--- src/rtl/bp_pkg.sv ---
// Shared types for the branch target predictor: 2-bit saturating counter
// encoding and its named states.
package bp_pkg;

    typedef logic [1:0] ctr_t;

    localparam ctr_t SNT = 2'd0;
    localparam ctr_t WNT = 2'd1;
    localparam ctr_t WT  = 2'd2;
    localparam ctr_t ST  = 2'd3;

endpackage

--- src/rtl/bp_sat_counter.sv ---
// Next-state logic of a 2-bit saturating direction counter:
// count up on taken, down on not-taken, holding at ST and SNT.
module bp_sat_counter
    import bp_pkg::*;
(
    input  ctr_t i_ctr,
    input  logic i_inc,
    output ctr_t o_ctr
);

    always_comb begin
        // NOTE: default assignment first so no path leaves o_ctr unassigned (no latch).
        o_ctr = i_ctr;
        if (i_inc) begin
            if (i_ctr != ST) o_ctr = i_ctr + 2'd1;
        end else begin
            if (i_ctr != SNT) o_ctr = i_ctr - 2'd1;
        end
    end

endmodule

--- src/rtl/branch_target_predictor.sv ---
// Direct-mapped BTB with 2-bit counters, execute-stage resolution and registered redirect.
// Define BTB_JALR_PREDICT_EN to let JALR outcomes train and allocate BTB entries.
module branch_target_predictor
    import bp_pkg::*;
#(
    parameter int XLEN    = 32,
    parameter int ENTRIES = 16
) (
    input  logic            clk,
    input  logic            rst,
    input  logic [XLEN-1:0] F_PC,
    output logic            Pred_Taken,
    output logic [XLEN-1:0] Pred_PC,
    input  logic            E_Valid,
    input  logic            Branch,
    input  logic            JAL,
    input  logic            JALR,
    input  logic [XLEN-1:0] E_PC,
    input  logic [XLEN-1:0] Imm,
    input  logic [XLEN-1:0] Res,
    input  logic            E_PredTaken,
    input  logic [XLEN-1:0] E_PredPC,
    output logic [XLEN-1:0] PC4,
    output logic            Redirect,
    output logic [XLEN-1:0] Redirect_PC,
    output logic [31:0]     Mispredict_Cnt
);

    localparam int IDX_W = $clog2(ENTRIES);
    localparam int TAG_W = XLEN - 2 - IDX_W;

    typedef struct packed {
        logic             valid;
        logic [TAG_W-1:0] tag;
        logic [XLEN-1:0]  target;
        ctr_t             ctr;
    } btb_entry_t;

    btb_entry_t r_btb [ENTRIES];

    logic            r_redirect;
    logic [XLEN-1:0] r_redirect_pc;
    logic [31:0]     r_mp_cnt;

    // Fetch-side lookup reads the array as it stood before this edge's update.
    logic [IDX_W-1:0] w_f_idx;
    logic [TAG_W-1:0] w_f_tag;
    btb_entry_t       w_f_ent;
    logic             w_f_hit;

    assign w_f_idx    = F_PC[IDX_W+1:2];
    assign w_f_tag    = F_PC[XLEN-1:IDX_W+2];
    assign w_f_ent    = r_btb[w_f_idx];
    assign w_f_hit    = w_f_ent.valid && (w_f_ent.tag == w_f_tag);
    assign Pred_Taken = w_f_hit && w_f_ent.ctr[1];
    assign Pred_PC    = Pred_Taken ? w_f_ent.target : F_PC + XLEN'(4);

    logic            w_taken;
    logic [XLEN-1:0] w_target;
    logic [XLEN-1:0] w_next_pc;
    logic            w_mispredict;
    logic            w_class_upd;
    logic            w_update;

    assign PC4       = E_PC + XLEN'(4);
    assign w_taken   = (Branch && Res[0]) || JAL || JALR;
    assign w_target  = JALR ? {Res[XLEN-1:1], 1'b0} : E_PC + Imm;
    assign w_next_pc = w_taken ? w_target : PC4;

    assign w_mispredict = E_Valid &&
                          ((E_PredTaken != w_taken) || (w_taken && (E_PredPC != w_target)));

`ifdef BTB_JALR_PREDICT_EN
    assign w_class_upd = JALR || JAL || Branch;
`else
    // JALR outranks the other classes, so a JALR never trains the table here.
    assign w_class_upd = !JALR && (JAL || Branch);
`endif
    assign w_update = E_Valid && w_class_upd;

    logic [IDX_W-1:0] w_e_idx;
    logic [TAG_W-1:0] w_e_tag;
    btb_entry_t       w_e_ent;
    logic             w_e_hit;
    ctr_t             w_ctr_next;

    assign w_e_idx = E_PC[IDX_W+1:2];
    assign w_e_tag = E_PC[XLEN-1:IDX_W+2];
    assign w_e_ent = r_btb[w_e_idx];
    assign w_e_hit = w_e_ent.valid && (w_e_ent.tag == w_e_tag);

    bp_sat_counter u_sat_counter (
        .i_ctr (w_e_ent.ctr),
        .i_inc (w_taken),
        .o_ctr (w_ctr_next)
    );

    // NOTE: sequential state uses non-blocking assignments only.
    always_ff @(posedge clk) begin
        if (rst) begin
            // NOTE: only valid and counter are reset; tag/target are don't-care while invalid.
            for (int i = 0; i < ENTRIES; i++) begin
                r_btb[i].valid <= 1'b0;
                r_btb[i].ctr   <= WNT;
            end
            r_redirect    <= 1'b0;
            r_redirect_pc <= '0;
            r_mp_cnt      <= '0;
        end else begin
            r_redirect    <= w_mispredict;
            r_redirect_pc <= w_next_pc;
            if (w_mispredict && (r_mp_cnt != 32'hFFFF_FFFF)) begin
                r_mp_cnt <= r_mp_cnt + 32'd1;
            end
            if (w_update) begin
                if (w_e_hit) begin
                    r_btb[w_e_idx].ctr <= w_ctr_next;
                    if (w_taken) r_btb[w_e_idx].target <= w_target;
                end else if (w_taken) begin
                    r_btb[w_e_idx].valid  <= 1'b1;
                    r_btb[w_e_idx].tag    <= w_e_tag;
                    r_btb[w_e_idx].target <= w_target;
                    r_btb[w_e_idx].ctr    <= WT;
                end
            end
        end
    end

    assign Redirect       = r_redirect;
    assign Redirect_PC    = r_redirect_pc;
    assign Mispredict_Cnt = r_mp_cnt;

endmodule

--- config.mk ---
export PLATFORM = sky130hd
export DESIGN_NAME = branch_target_predictor
export DESIGN_NICKNAME = d
export VERILOG_FILES = /design/src/rtl/bp_pkg.sv /design/src/rtl/bp_sat_counter.sv /design/src/rtl/branch_target_predictor.sv
export SDC_FILE = /design/constraint.sdc
export NUM_CORES = 2
export LEC_CHECK = 0
export ABC_AREA = 0
export ABC_CLOCK_PERIOD_IN_PS = 6500
export BUFFER_PORTS_ARGS = -buffer_cell sky130_fd_sc_hd__buf_2
export CELL_PAD_IN_SITES_DETAIL_PLACEMENT = 0
export CELL_PAD_IN_SITES_GLOBAL_PLACEMENT = 1
export CORE_ASPECT_RATIO = 1.4
export CORE_UTILIZATION = 28
export CTS_CLUSTER_SIZE = 24
export DETAILED_ROUTE_END_ITERATION = 12
export PLACE_DENSITY_LB_ADDON = 0.1
export SLEW_MARGIN = 10
export SYNTH_ARGS = -nofsm -noshare
export SYNTH_HDL_FRONTEND = slang
export SYNTH_HIERARCHICAL = 1
export SYNTH_SLANG_ARGS = --single-unit
export TNS_END_PERCENT = 100
--- constraint.sdc ---
create_clock -name clk -period 6.5 [get_ports clk]
set_input_delay 0.65 -clock clk [delete_from_list [all_inputs] [get_ports clk]]
set_output_delay 0.65 -clock clk [all_outputs]
set_load 0.005 [all_outputs]
; ---- Yosys cells after proc, flatten, opt, wreduce, memory -nomap -nowiden
; Memories as Yosys holds them, arrays and structs flattened.
; Cells that the tools add are included.
[op_classes]
n_shift = 0
reduce_logical = 16
n_bitwise = 2
eq_ne = 6
n_mux = 26
multipliers = 0
div_mod_pow = 0
add_sub_neg = 6
magnitude_cmp = 0
[op_table]
columns = operator, n
row1 = 2-to-1 mux 32 bit, 4
row2 = "adder 32 x 3 -> 32 bit, second input constant", 2
row3 = 2-to-1 mux 61 bit, 1
row4 = OR reduction 61 bit, 1
row5 = == test 26 bit, 2
row6 = "adder 32 x 1 -> 32 bit, second input constant", 1
row7 = adder 32 bit, 1
row8 = != test 32 bit, 1
row9 = "!= test 32 bit, second input constant", 1
row10 = 2-to-1 mux 1 bit, 15
row11 = logical AND 1 bit, 9
row12 = 2-to-1 mux 2 bit, 4
row13 = 2-to-1 mux 4 bit, 2
row14 = logical OR 1 bit, 4
row15 = "adder 2 x 1 -> 2 bit, second input constant", 1
row16 = "!= test 2 bit, second input constant", 1
row17 = bitwise OR 1 bit, 2
row18 = nonzero test 2 bit, 1
row19 = "subtractor 2 x 1 -> 2 bit, second input constant", 1
row20 = zero test 1 bit, 1
row21 = != test 1 bit, 1
[word_totals]
elab_cells = 60
rom_bits = 0
memories = 1
inputBits = 167
ram_bits = 976
out_inout_bits = 130
latchBits = 0
regBits = 65
[memory_table]
columns = memory, words, width, read_ports, rd_clocked_by_memory_dff, wr, line
row1 = r_btb, 16, 61, 2, 0, 16, branch_target_predictor.sv:39  ; btb_entry_t r_btb [ENTRIES];

; ---- Longest topological paths before layout
[depth]
ltp_word = 11
mapped_depth = 18
mapped_depth_nobuf = 13

; ---- By module
; The synthesis kept the hierarchy.
[by_module_without_submodules]
columns = mod, cells_per_inst, seq_area_each_um2, area_per_inst_um2, n_inst
row1 = branch_target_predictor, 2935, 30449.2, 48748.0, 1
row2 = bp_sat_counter, 3, 0.0, 26.3, 1

; ---- Worst setup path before layout
; Ideal clock, no wire load.
[synth_timing]
path_type = in2reg
startpoint = in E_PC[2]
endpoint = mem r_btb[15][34] (netlist bit) (enable)
t_required_ps = 6087
n_path_buf = 5
path_stages = 12
setup_ps = 413
arrival_time_ps = 4825
slack_ps = 1262
cell_sequence = clkbuf_1 -> buf_2 -> clkbuf_1 -> mux4_2 -> mux4_2 -> xor2_1 -> nor3_1 -> nand4_1 -> and2_1 -> clkbuf_1 -> clkbuf_1 -> nor2b_1
[synth_rtl]
columns = element, line
row1 = start: declaration, branch_target_predictor.sv:18  ; input logic [XLEN-1:0] E_PC,
row2 = end: declaration, branch_target_predictor.sv:39

; ---- Final worst setup path
[layout_timing]
startpoint = in F_PC[2]
endpoint = out Pred_PC[13]
[layout_via]
elab_chain_len = 5
elab_cells_between_ends = 6
cone_classes = 1 x add/sub / 1 x eq/ne / 1 x mux / 2 x reduce/logical / 1 x memory
[layout_lines]
columns = element, line
row1 = start: declaration, branch_target_predictor.sv:11  ; input logic [XLEN-1:0] F_PC,
row2 = memory read (16 x 61 bit), --
row3 = == test 26 bit, branch_target_predictor.sv:54  ; assign w_f_hit = w_f_ent.valid && (w_f_ent.tag == w_f_tag);
row4 = logical AND 1 bit, branch_target_predictor.sv:54
row5 = logical AND 1 bit, branch_target_predictor.sv:55  ; assign Pred_Taken = w_f_hit && w_f_ent.ctr[1];
row6 = 2-to-1 mux 32 bit (*), branch_target_predictor.sv:56  ; assign Pred_PC = Pred_Taken ? w_f_ent.target : F_PC + XLEN'(4);
row7 = end: declaration, branch_target_predictor.sv:13  ; output logic [XLEN-1:0] Pred_PC,
; Every way passes the cells marked *; elsewhere a longest branch is shown, timed or not.

==> reports/metrics.csv <==
stage,metric,value,unit
yosys,synth_edf_count,960,
yosys,async_reset_ff_frac,0,
floorplanning,design.portCount,297,
layout,drive_gt1_frac,0.324,
clock_network,cts-root-buf,clkbuf_16,
timing,relSlewSlack,0.239,
power_and_ir_drop,power_density,271,nW/um^2
worst_setup_path,critPathKind,in2out,
timing,setup_viol,0,
placement,dp_hpwl,124,mm
power_and_ir_drop,p_clk_frac,0.410,
drt,vias,30100,
drt,totalWireLength,184,mm
yosys,synth_cell_types,82,
timing,setup_slack,928,ps
timing,fin_crit,5570,ps
yosys,synthFlopType,edfxtp_1,
drt,postRouteAntennaNets,0,
power_and_ir_drop,leakagePower,18.6,nW
power_and_ir_drop,combPwrFrac,0.111,
clock_network,postCtsResizedCells,0,
job,maxCapViolations,0,
yosys,synth-seq-cells,1041,
drt,post_drt_wl_per_cell,32.4,um
timing,hold_violations,0,
floorplanning,start_util,0.283,
timing,drv_slew,0,
yosys,netlist_instances,2938,
placement,place_area,53900,um^2
layout,area_growth,18.0,%
drt,drt_iter0_drc,2929,
clock_network,clkTransAtPathRegs,60,ps
yosys,ys_seq_area_frac,0.624,
global_routing,antenna_found_initial,24,
yosys,avgSynthCellArea,16.6,um^2
power_and_ir_drop,p_sw,3.96,mW
power_and_ir_drop,power.total,15.6,mW
timing,min_period_over_period,0.857,
floorplanning,die-area,176000,um^2
timing,rsz0062_at_grt,false,
layout,mostFrequentLayoutCells,"edfxtp_1, mux4_2, buf_2, nand2_1, nor2_1",
timing,tightestPinTransition,1140,ps
floorplanning,die_y,496,um
power_and_ir_drop,peakVddDrop,0.000190,V
power_and_ir_drop,switching_share,0.253,
clock_network,htreeDepth,3,
placement,gp_congestion,0.851,
global_routing,grt.total_usage,0.208,
placement,buffer_ports.inserted,296,
worst_setup_path,required,5850,ps
timing,fin_skew,30.1,ps
yosys,ys_warn_count,6,
timing,fmax,179,MHz
clock_network,numClockSinks,1041,
clock_network,cts_setup_buffers,0,
yosys,synth_nets,3143,
placement,dp_slack,519,ps
global_routing,grt_pass1_vias,31200,
layout,fin_nets,3501,
drt,route.detailed.drc,0,
global_routing,grt_pass1_wl,253,mm
clock_network,cts_inserted_buffers,109,
yosys,syn_area,48800,um^2
worst_setup_path,startpoint_type,primary input,
floorplanning,core,173000,um^2
layout,finalInstanceArea,57600,um^2
worst_setup_path,cp-end-kind,primary output,
worst_setup_path,worstPathArrival,4920,ps
run_status,status,completed,
worst_setup_path,crit_fanout,62,
drt,viasPerCell,5.30,
layout,final_common_cell,edfxtp_1,
drt,drt_first_pass_iters,5,
timing,tns,0,ps
min_path,min_path_type,in2reg,
clock_network,cts_tree,done,
clock_network,clkLatencyLatePin,770,ps
floorplanning,fp.dieW,355,um
global_routing,grt_max_degree,72,
clock_network,clk_path_buf_depth,3,
clock_network,hold_buffers,0,
power_and_ir_drop,p_int,11.7,mW
floorplanning,placement_rows,180,
worst_setup_path,r2r_slack,2340,ps
global_routing,globalRouteOverflowTotal,0,
power_and_ir_drop,pwr-share-seq,0.479,
final timing paths:
check,start,endpoint,cells past startpoint
setup / recovery,F_PC[2],Pred_PC[13],12
hold / removal,E_PC[0],Redirect_PC[0],3
setup reg to reg,r_btb[15][56],r_btb[0][0],10
hold reg to reg,r_btb[10][60],r_btb[10][60],1
critical path: stages:
cell     delay (ps)
buf_8           360
buf_4           370
mux4_2          520
mux4_2          600
xnor2_1         320
nand4_1         130
or4_1           470
nor4_4          240
buf_4           510
nand2_1         110
o21ai_0         140
buf_2           170
routing by layer:
layer,part of all wire,vias up,track usage
met4,0.017,16,0.0451
met1,0.43,16200,0.275
li1,-,12700,-
met3,0.055,180,0.0333
met5,0.00061,-,0
met2,0.50,975,0.359
cell families (layout without fill, tap and decap cells):
kind of cell,after synthesis,in the layout,share of synthesized area
xor+xnor,138,138,0.0248
other cells,0,8,0
compound gates,320,320,0.0427
fa+ha+maj,40,40,0.0104
flops,1041,1041,0.624
buf+inv,219,670,0.0178
simple gates,725,725,0.0742
mux,455,455,0.206
layout make-up:
cell class,count,area [um^2]
fillers,16800,115000
flip-flops and latches,1041,30400
multi-input cells,1678,17700
well taps,2275,2850
clock buffers,134,2830
repair buffers,431,2800
clock inverters,70,798
inverters,35,131
diodes,8,20.0
sequential cells by signal, indices dropped and copies added (netlist names):
| register | flops |
|---|---|
| r_btb | 976 |
| Mispredict_Cnt | 32 |
| Redirect_PC | 32 |
| Redirect | 1 |
through the flow:
stage               utilization  cells  hold WS [ps]
detailed placement        0.313   5460           476
floorplan                     -   2938           444
global placement          0.313   5460           461
CTS                       0.334   5664          97.6
finish                    0.334   5672           162
global route              0.334   5665           182
synthesized netlist by cell type, types with 9 or more instances:
library cell	instances	area (um^2)
mux2_1	9	101
a211oi_1	16	120
nand2_1	201	754
or3_1	12	75.1
and3_1	58	363
ha_1	37	463
a21o_1	22	165
nor3b_1	16	120
xor2_1	52	455
o21ai_0	86	430
edfxtp_1	960	28800
or4_1	21	158
dfxtp_1	81	1620
o21a_1	13	97.6
nor2_1	152	571
mux4_2	436	9820
nand2b_1	19	119
nand3_1	64	320
buf_2	14	70.1
nor3_1	61	305
nor2b_1	18	113
o31ai_1	25	188
and4_1	9	78.8
a21oi_1	72	360
clkbuf_1	114	428
xnor2_1	86	753
and2_1	13	81.3
nand4_1	55	344
inv_1	34	128
o211ai_1	17	128
buf_1	49	184
power groups by stage:
stage | clock (mW) | sequential [mW] | combinational [mW]
finish | 6.41 | 7.48 | 1.74
global route | 6.78 | 7.48 | 1.85
CTS | 6.55 | 7.48 | 1.77
detailed placement | 0 | 7.62 | 1.77
global placement | 0 | 7.62 | 1.75
floorplan | 0 | 7.62 | 0.915
Power figures use the tool's default switching activity.
